===== src/rtl/pipeline_hazard_control.sv =====
// Pipeline hazard control: stall/flush/nop drive for IF/ID..MEM/WB,
// post-reset drain, memory-wait timeout and hazard counters.
module pipeline_hazard_control #(
  parameter int REG_BITS    = 5,
  parameter int INIT_CYCLES = 4,
  parameter int MEM_TIMEOUT = 255,
  parameter int CNT_WIDTH   = 32
) (
  input  logic                 clk,
  input  logic                 reset,
  input  logic [REG_BITS-1:0]  id_rs,
  input  logic [REG_BITS-1:0]  id_rt,
  input  logic [REG_BITS-1:0]  ex_rt,
  input  logic                 ex_mem_to_reg,
  input  logic                 branch_mispredict,
  input  logic                 mem_req,
  input  logic                 mem_ready,
  output logic [3:0]           stall,
  output logic [3:0]           flush,
  output logic [3:0]           nop,
  output logic                 pc_stall,
  output logic                 mem_error,
  output logic [CNT_WIDTH-1:0] stall_cycles,
  output logic [CNT_WIDTH-1:0] flush_events,
  output logic [CNT_WIDTH-1:0] load_use_events
);

  typedef enum logic [1:0] {
    S_INIT,
    S_RUN,
    S_MEM_WAIT
  } state_t;

  localparam logic [3:0]  DRAIN_LAST = 4'(INIT_CYCLES - 1);
  localparam logic [15:0] WAIT_LIMIT = 16'(MEM_TIMEOUT);

  state_t r_state;
  state_t w_next;
  logic [3:0]  r_drain;
  logic [3:0]  w_drain_nxt;
  logic [15:0] r_wait;
  logic [15:0] w_wait_nxt;
  logic        r_mem_error;
  logic [CNT_WIDTH-1:0] r_stall_cycles;
  logic [CNT_WIDTH-1:0] r_flush_events;
  logic [CNT_WIDTH-1:0] r_load_use_events;

  logic [3:0] w_stall;
  logic [3:0] w_flush;
  logic [3:0] w_nop;
  logic       w_pc_stall;
  logic       w_flush_evt;
  logic       w_lu_evt;
  logic       w_err_set;
  logic       w_load_use;

  // $0 is hardwired, so a load into it never creates a dependency
  assign w_load_use = ex_mem_to_reg
                    && (ex_rt != '0)
                    && ((ex_rt == id_rs) || (ex_rt == id_rt));

  // Next-state and pipeline-control decode for the current state
  always_comb begin
    w_next      = r_state;
    w_drain_nxt = r_drain;
    w_wait_nxt  = r_wait;
    w_stall     = 4'b0000;
    w_flush     = 4'b0000;
    w_nop       = 4'b0000;
    w_pc_stall  = 1'b0;
    w_flush_evt = 1'b0;
    w_lu_evt    = 1'b0;
    w_err_set   = 1'b0;
    unique case (r_state)
      S_INIT: begin
        w_nop       = 4'hF;
        w_flush     = 4'hF;
        w_pc_stall  = 1'b1;
        w_drain_nxt = r_drain + 4'd1;
        if (r_drain == DRAIN_LAST) begin
          w_next = S_RUN;
        end
      end
      S_RUN: begin
        if (mem_req && !mem_ready) begin
          w_stall    = 4'b0111;
          w_flush    = 4'b1000;
          w_pc_stall = 1'b1;
          w_wait_nxt = 16'd1;
          w_next     = S_MEM_WAIT;
        end else if (branch_mispredict) begin
          // PC loads the redirect target, so it is not held
          w_flush     = 4'b0011;
          w_flush_evt = 1'b1;
        end else if (w_load_use) begin
          w_stall    = 4'b0001;
          w_flush    = 4'b0010;
          w_pc_stall = 1'b1;
          w_lu_evt   = 1'b1;
        end
      end
      S_MEM_WAIT: begin
        if (mem_ready) begin
          w_wait_nxt = 16'd0;
          w_next     = S_RUN;
        end else if (r_wait == WAIT_LIMIT) begin
          // Give up on the access and let the pipeline move again
          w_err_set  = 1'b1;
          w_wait_nxt = 16'd0;
          w_next     = S_RUN;
        end else begin
          w_stall    = 4'b0111;
          w_flush    = 4'b1000;
          w_pc_stall = 1'b1;
          w_wait_nxt = r_wait + 16'd1;
        end
      end
      default: begin
        w_next = S_INIT;
      end
    endcase
  end

  // Reset forces the full hold/clear pattern without waiting for a clock
  always_comb begin
    stall    = w_stall;
    flush    = w_flush;
    nop      = w_nop;
    pc_stall = w_pc_stall;
    if (reset) begin
      stall    = 4'hF;
      flush    = 4'hF;
      nop      = 4'hF;
      pc_stall = 1'b1;
    end
  end

  // State, drain and wait counters
  always_ff @(posedge clk or posedge reset) begin
    if (reset) begin
      r_state <= S_INIT;
      r_drain <= 4'd0;
      r_wait  <= 16'd0;
    end else begin
      r_state <= w_next;
      r_drain <= w_drain_nxt;
      r_wait  <= w_wait_nxt;
    end
  end

  // Sticky timeout flag
  always_ff @(posedge clk or posedge reset) begin
    if (reset) begin
      r_mem_error <= 1'b0;
    end else if (w_err_set) begin
      r_mem_error <= 1'b1;
    end
  end

  // Saturating hazard counters; drain cycles are not counted as stalls
  always_ff @(posedge clk or posedge reset) begin
    if (reset) begin
      r_stall_cycles    <= '0;
      r_flush_events    <= '0;
      r_load_use_events <= '0;
    end else begin
      if (w_pc_stall && (r_state != S_INIT)
          && (r_stall_cycles != {CNT_WIDTH{1'b1}})) begin
        r_stall_cycles <= r_stall_cycles + CNT_WIDTH'(1);
      end
      if (w_flush_evt && (r_flush_events != {CNT_WIDTH{1'b1}})) begin
        r_flush_events <= r_flush_events + CNT_WIDTH'(1);
      end
      if (w_lu_evt && (r_load_use_events != {CNT_WIDTH{1'b1}})) begin
        r_load_use_events <= r_load_use_events + CNT_WIDTH'(1);
      end
    end
  end

  assign mem_error       = r_mem_error;
  assign stall_cycles    = r_stall_cycles;
  assign flush_events    = r_flush_events;
  assign load_use_events = r_load_use_events;

endmodule


===== config.mk =====
export PLATFORM = sky130hd
export DESIGN_NAME = pipeline_hazard_control
export DESIGN_NICKNAME = d
export VERILOG_FILES = /design/src/rtl/pipeline_hazard_control.sv
export SDC_FILE = /design/constraint.sdc
export NUM_CORES = 1
export LEC_CHECK = 0
export CORE_MARGIN = 10
export CORE_UTILIZATION = 55
export DETAILED_ROUTE_END_ITERATION = 6
export GPL_ROUTABILITY_DRIVEN = 0
export GPL_TIMING_DRIVEN = 0
export PLACE_DENSITY = 0.86
export RECOVER_POWER = 100
export SETUP_SLACK_MARGIN = 0.4
export SLEW_MARGIN = 10
export SYNTH_ARGS = -nofsm -noshare
export SYNTH_HDL_FRONTEND = slang
export SYNTH_SLANG_ARGS = --single-unit

===== constraint.sdc =====
create_clock -name clk -period 6.3 [get_ports clk]
set_input_delay 0.63 -clock clk [delete_from_list [all_inputs] [get_ports clk]]
set_output_delay 0.63 -clock clk [all_outputs]
set_load 0.005 [all_outputs]

==> impl_metrics.py <==
metrics = {
    "status": {
        "status": "complete, no violations",
    },
    "critical_path": {
        "crit_path_start_kind": "flip-flop",
        "crit_type": "reg2out",
        "crit_slowest_cell": "dlygate4sd3_1",
        "critPathCaptureType": "output port",
        "worstPathArrival_ps": 3450,
        "path_common_cell": "nand2_1",
        "cp_cell_sequence": "or4b_1 -> nor4_1 -> o22ai_1 -> nand2_1 -> nand2_1 -> a21o_1 -> dlygate4sd3_1",
        "cp.required_ps": 5670,
        "crit_fanout": 5,
        "cpPeakStageDelay_ps": 610,
    },
    "die": {
        "dieArea_sq_um": 15200,
        "start_util_pct": 56.7,
        "dieHeight_um": 123,
        "coreArea_sq_um": 10400,
        "die_w_um": 123,
        "num_rows": 37,
        "io_pins": 131,
    },
    "routing": {
        "drt_iter0_markers": 324,
        "drt-vias-per-instance": 5.61,
        "first_pass_iters": 5,
        "via_count": 4805,
        "route.detailed.drc": 0,
        "routedWlPerCell_um": 17.5,
        "ant_nets": 0,
        "drt-total-wl_um": 15000,
    },
    "layout": {
        "final_layout_size_suffix_gt1_share_pct": 6.38,
        "synthToLayoutAreaGrowth_pct": 33.4,
        "fin_nets": 741,
        "n_antenna_cell": 0,
        "regArea_sq_um": 2980,
        "design_area_sq_um": 7850,
        "fill_cells": 712,
        "multi_input_area_sq_um": 2700,
    },
    "power_and_ir_drop": {
        "internal-power_mw": 1.58,
        "power_mw": 2.18,
        "pwr-share-comb_pct": 18.7,
        "static-leakage-power_nw": 3.73,
        "p_clk_share_pct": 40.8,
        "vdd_drop_max_mv": 0.170,
        "p_switching_uw": 601,
        "swShare_pct": 27.6,
        "seqPwrFrac_pct": 40.5,
        "power_density_nw_per_um2": 278,
    },
    "cts": {
        "cts_resized": 0,
        "postCtsSetupRepairBufs": 0,
        "clockBufferDepth": 2,
        "clk_latency_ps": 530,
        "cts_tree": "built",
        "ctsHoldBuffers": 0,
        "clk_pin_slew_worst_paths_ps": 60,
        "cts_made_buffers": 17,
        "ctsRootBufferMaster": "clkbuf_8",
        "cts_sinks": 119,
        "htreeDepth": 4,
    },
    "timing": {
        "max_freq_mhz": 245,
        "hold_slack_ps": 480,
        "slew_headroom_pct": 47.1,
        "slew_violations": 0,
        "finalSetupViolations": 0,
        "period_minus_slack_ps": 4080,
        "tightest_slew_ps": 782,
        "hold_viol_final": 0,
        "min_period_over_period_pct": 64.8,
        "clock-skew-final_ps": 13.3,
        "rsz0062_at_grt": "false",
    },
    "logic_synthesis": {
        "syn-num-nets": 591,
        "synth_cell_types": 51,
        "synth_top_area_cell": "dfrtp_1",
        "synthesis.area_sq_um": 5880,
        "yosys_warnings": 0,
        "syn_inst": 561,
        "synthTopCellsByArea": "dfrtp_1, xnor2_1, xor2_1",
        "yosys-top-cells-count": "dfrtp_1, xnor2_1, nand2_1",
        "avgSynthCellArea_sq_um": 10.5,
        "synth-async-reset-ratio_pct": 100,
        "ys_seq_elements": 119,
        "synth_sequential_area_ratio_pct": 50.6,
        "synth.most_common_cell": "dfrtp_1",
        "synth_top_area_share_pct": 50.6,
        "synth_ff_type": "dfrtp_1",
        "synth-edff-count": 0,
    },
    "global_route": {
        "grt_first_pass_wirelength_um": 24800,
        "antenna_found_initial": 0,
        "overflow": 0,
        "grt_max_degree": 80,
        "grt_use_total_pct": 20.4,
        "grt_pass1_vias": 5061,
    },
    "place": {
        "dpl_cell_area_sq_um": 7380,
        "dp_hpwl_um": 11000,
        "io_buffers": 130,
    },
    "run": {
        "max_cap_viol_count": 0,
    },
    "hold_path": {
        "hp-class": "reg2reg",
    },
}
[logic make-up (layout without fill, tap and decap cells)]
| group | count (synthesis) | in the layout | synth area share (%) |
|---|---|---|---|
| muxes | 4 | 4 | 0.766 |
| xor gates and xnor gates | 116 | 116 | 17.3 |
| buffers and inverters | 27 | 187 | 2.30 |
| adders and majority gates | 9 | 9 | 1.91 |
| and+or+nand+nor | 257 | 257 | 23.4 |
| DFF | 119 | 119 | 50.6 |
| AOI/OAI and AO/OA | 29 | 29 | 3.66 |
[worst max-delay path: cells and delay by family, from the launching register on]
kind,cells,cell delay (ps)
AOI/OAI and AO/OA,2,510
DFF,1,430
and+or+nand+nor,4,1400
buffers and inverters,1,610
[final timing paths]
check	startpoint	end	slack (ps)	cells past startpoint
max	r_wait[8]	stall[0]	2220	7
min in group asynchronous	reset	r_wait[5]	650	2
min reg2reg	load_use_events[27]	load_use_events[27]	480	1
max reg2reg	r_wait[8]	stall_cycles[18]	2830	7
max in group asynchronous	reset	stall_cycles[0]	4930	3
min	load_use_events[27]	load_use_events[27]	480	1
[state kept, by name, indices dropped and copies added (netlist names)]
signal / flops
flush_events: 32
stall_cycles: 32
r_drain: 4
r_state: 2
mem_error: 1
load_use_events: 32
r_wait: 16
[power by group through the flow]
stage	registers (mW)	logic (mW)	clock network [mW]
after floorplan	0.885	0.244	0
after global placement	0.888	0.421	0
after detailed placement	0.894	0.448	0
after CTS	0.882	0.449	0.894
after global routing	0.890	0.457	0.932
final	0.882	0.408	0.888
[per-layer routing]
layer | vias to the layer above | wire (um) | global-route usage, % | part of all wire [%]
met5 | - | 0 | 0 | 0
met4 | 0 | 228 | 7.93 | 1.5
met3 | 21 | 1140 | 7.06 | 7.6
met2 | 147 | 7780 | 35.4 | 52
met1 | 2370 | 5840 | 22.5 | 39
li1 | 2267 | - | - | -
[layout by cell type (no fill, tap or decap), types with 4 or more instances in the layout]
cell type,instances
dfrtp_1,119
or3_1,5
and4_1,12
nand4_1,35
ha_1,9
clkinv_2,5
nor2_1,49
o21ai_0,12
nor3_1,13
dlygate4sd3_1,111
inv_1,12
xor2_1,40
clkbuf_1,9
nand3_1,43
clkdlybuf4s50_1,19
mux2_2,4
and3_1,18
nor4_1,4
nand2_1,55
buf_4,4
xnor2_1,76
clkbuf_16,16
[final cells by class]
type | count | area share (%)
sequential | 119 | 37.9
multi-input combinational | 415 | 34.4
timing repair buffer | 131 | 16.9
clock buffer | 19 | 5.50
tap | 136 | 2.17
clock inverter | 10 | 1.37
buffer | 14 | 0.957
inverter | 13 | 0.686
[per-stage QoR]
stage / setup TNS [ps] / util (%) / worst slack (ps) / std cells
6_report: 0 / 75.7 / 2220 / 857
3_5_place_dp: 0 / 71.2 / 2710 / 828
2_1_floorplan: 0 / - / 1520 / 561
3_3_place_gp: -688 / 70.9 / -307 / 827
5_1_grt: 0 / 75.7 / 2030 / 857
4_1_cts: 0 / 76.4 / 2640 / 857
(Power assumes the default switching activity.)
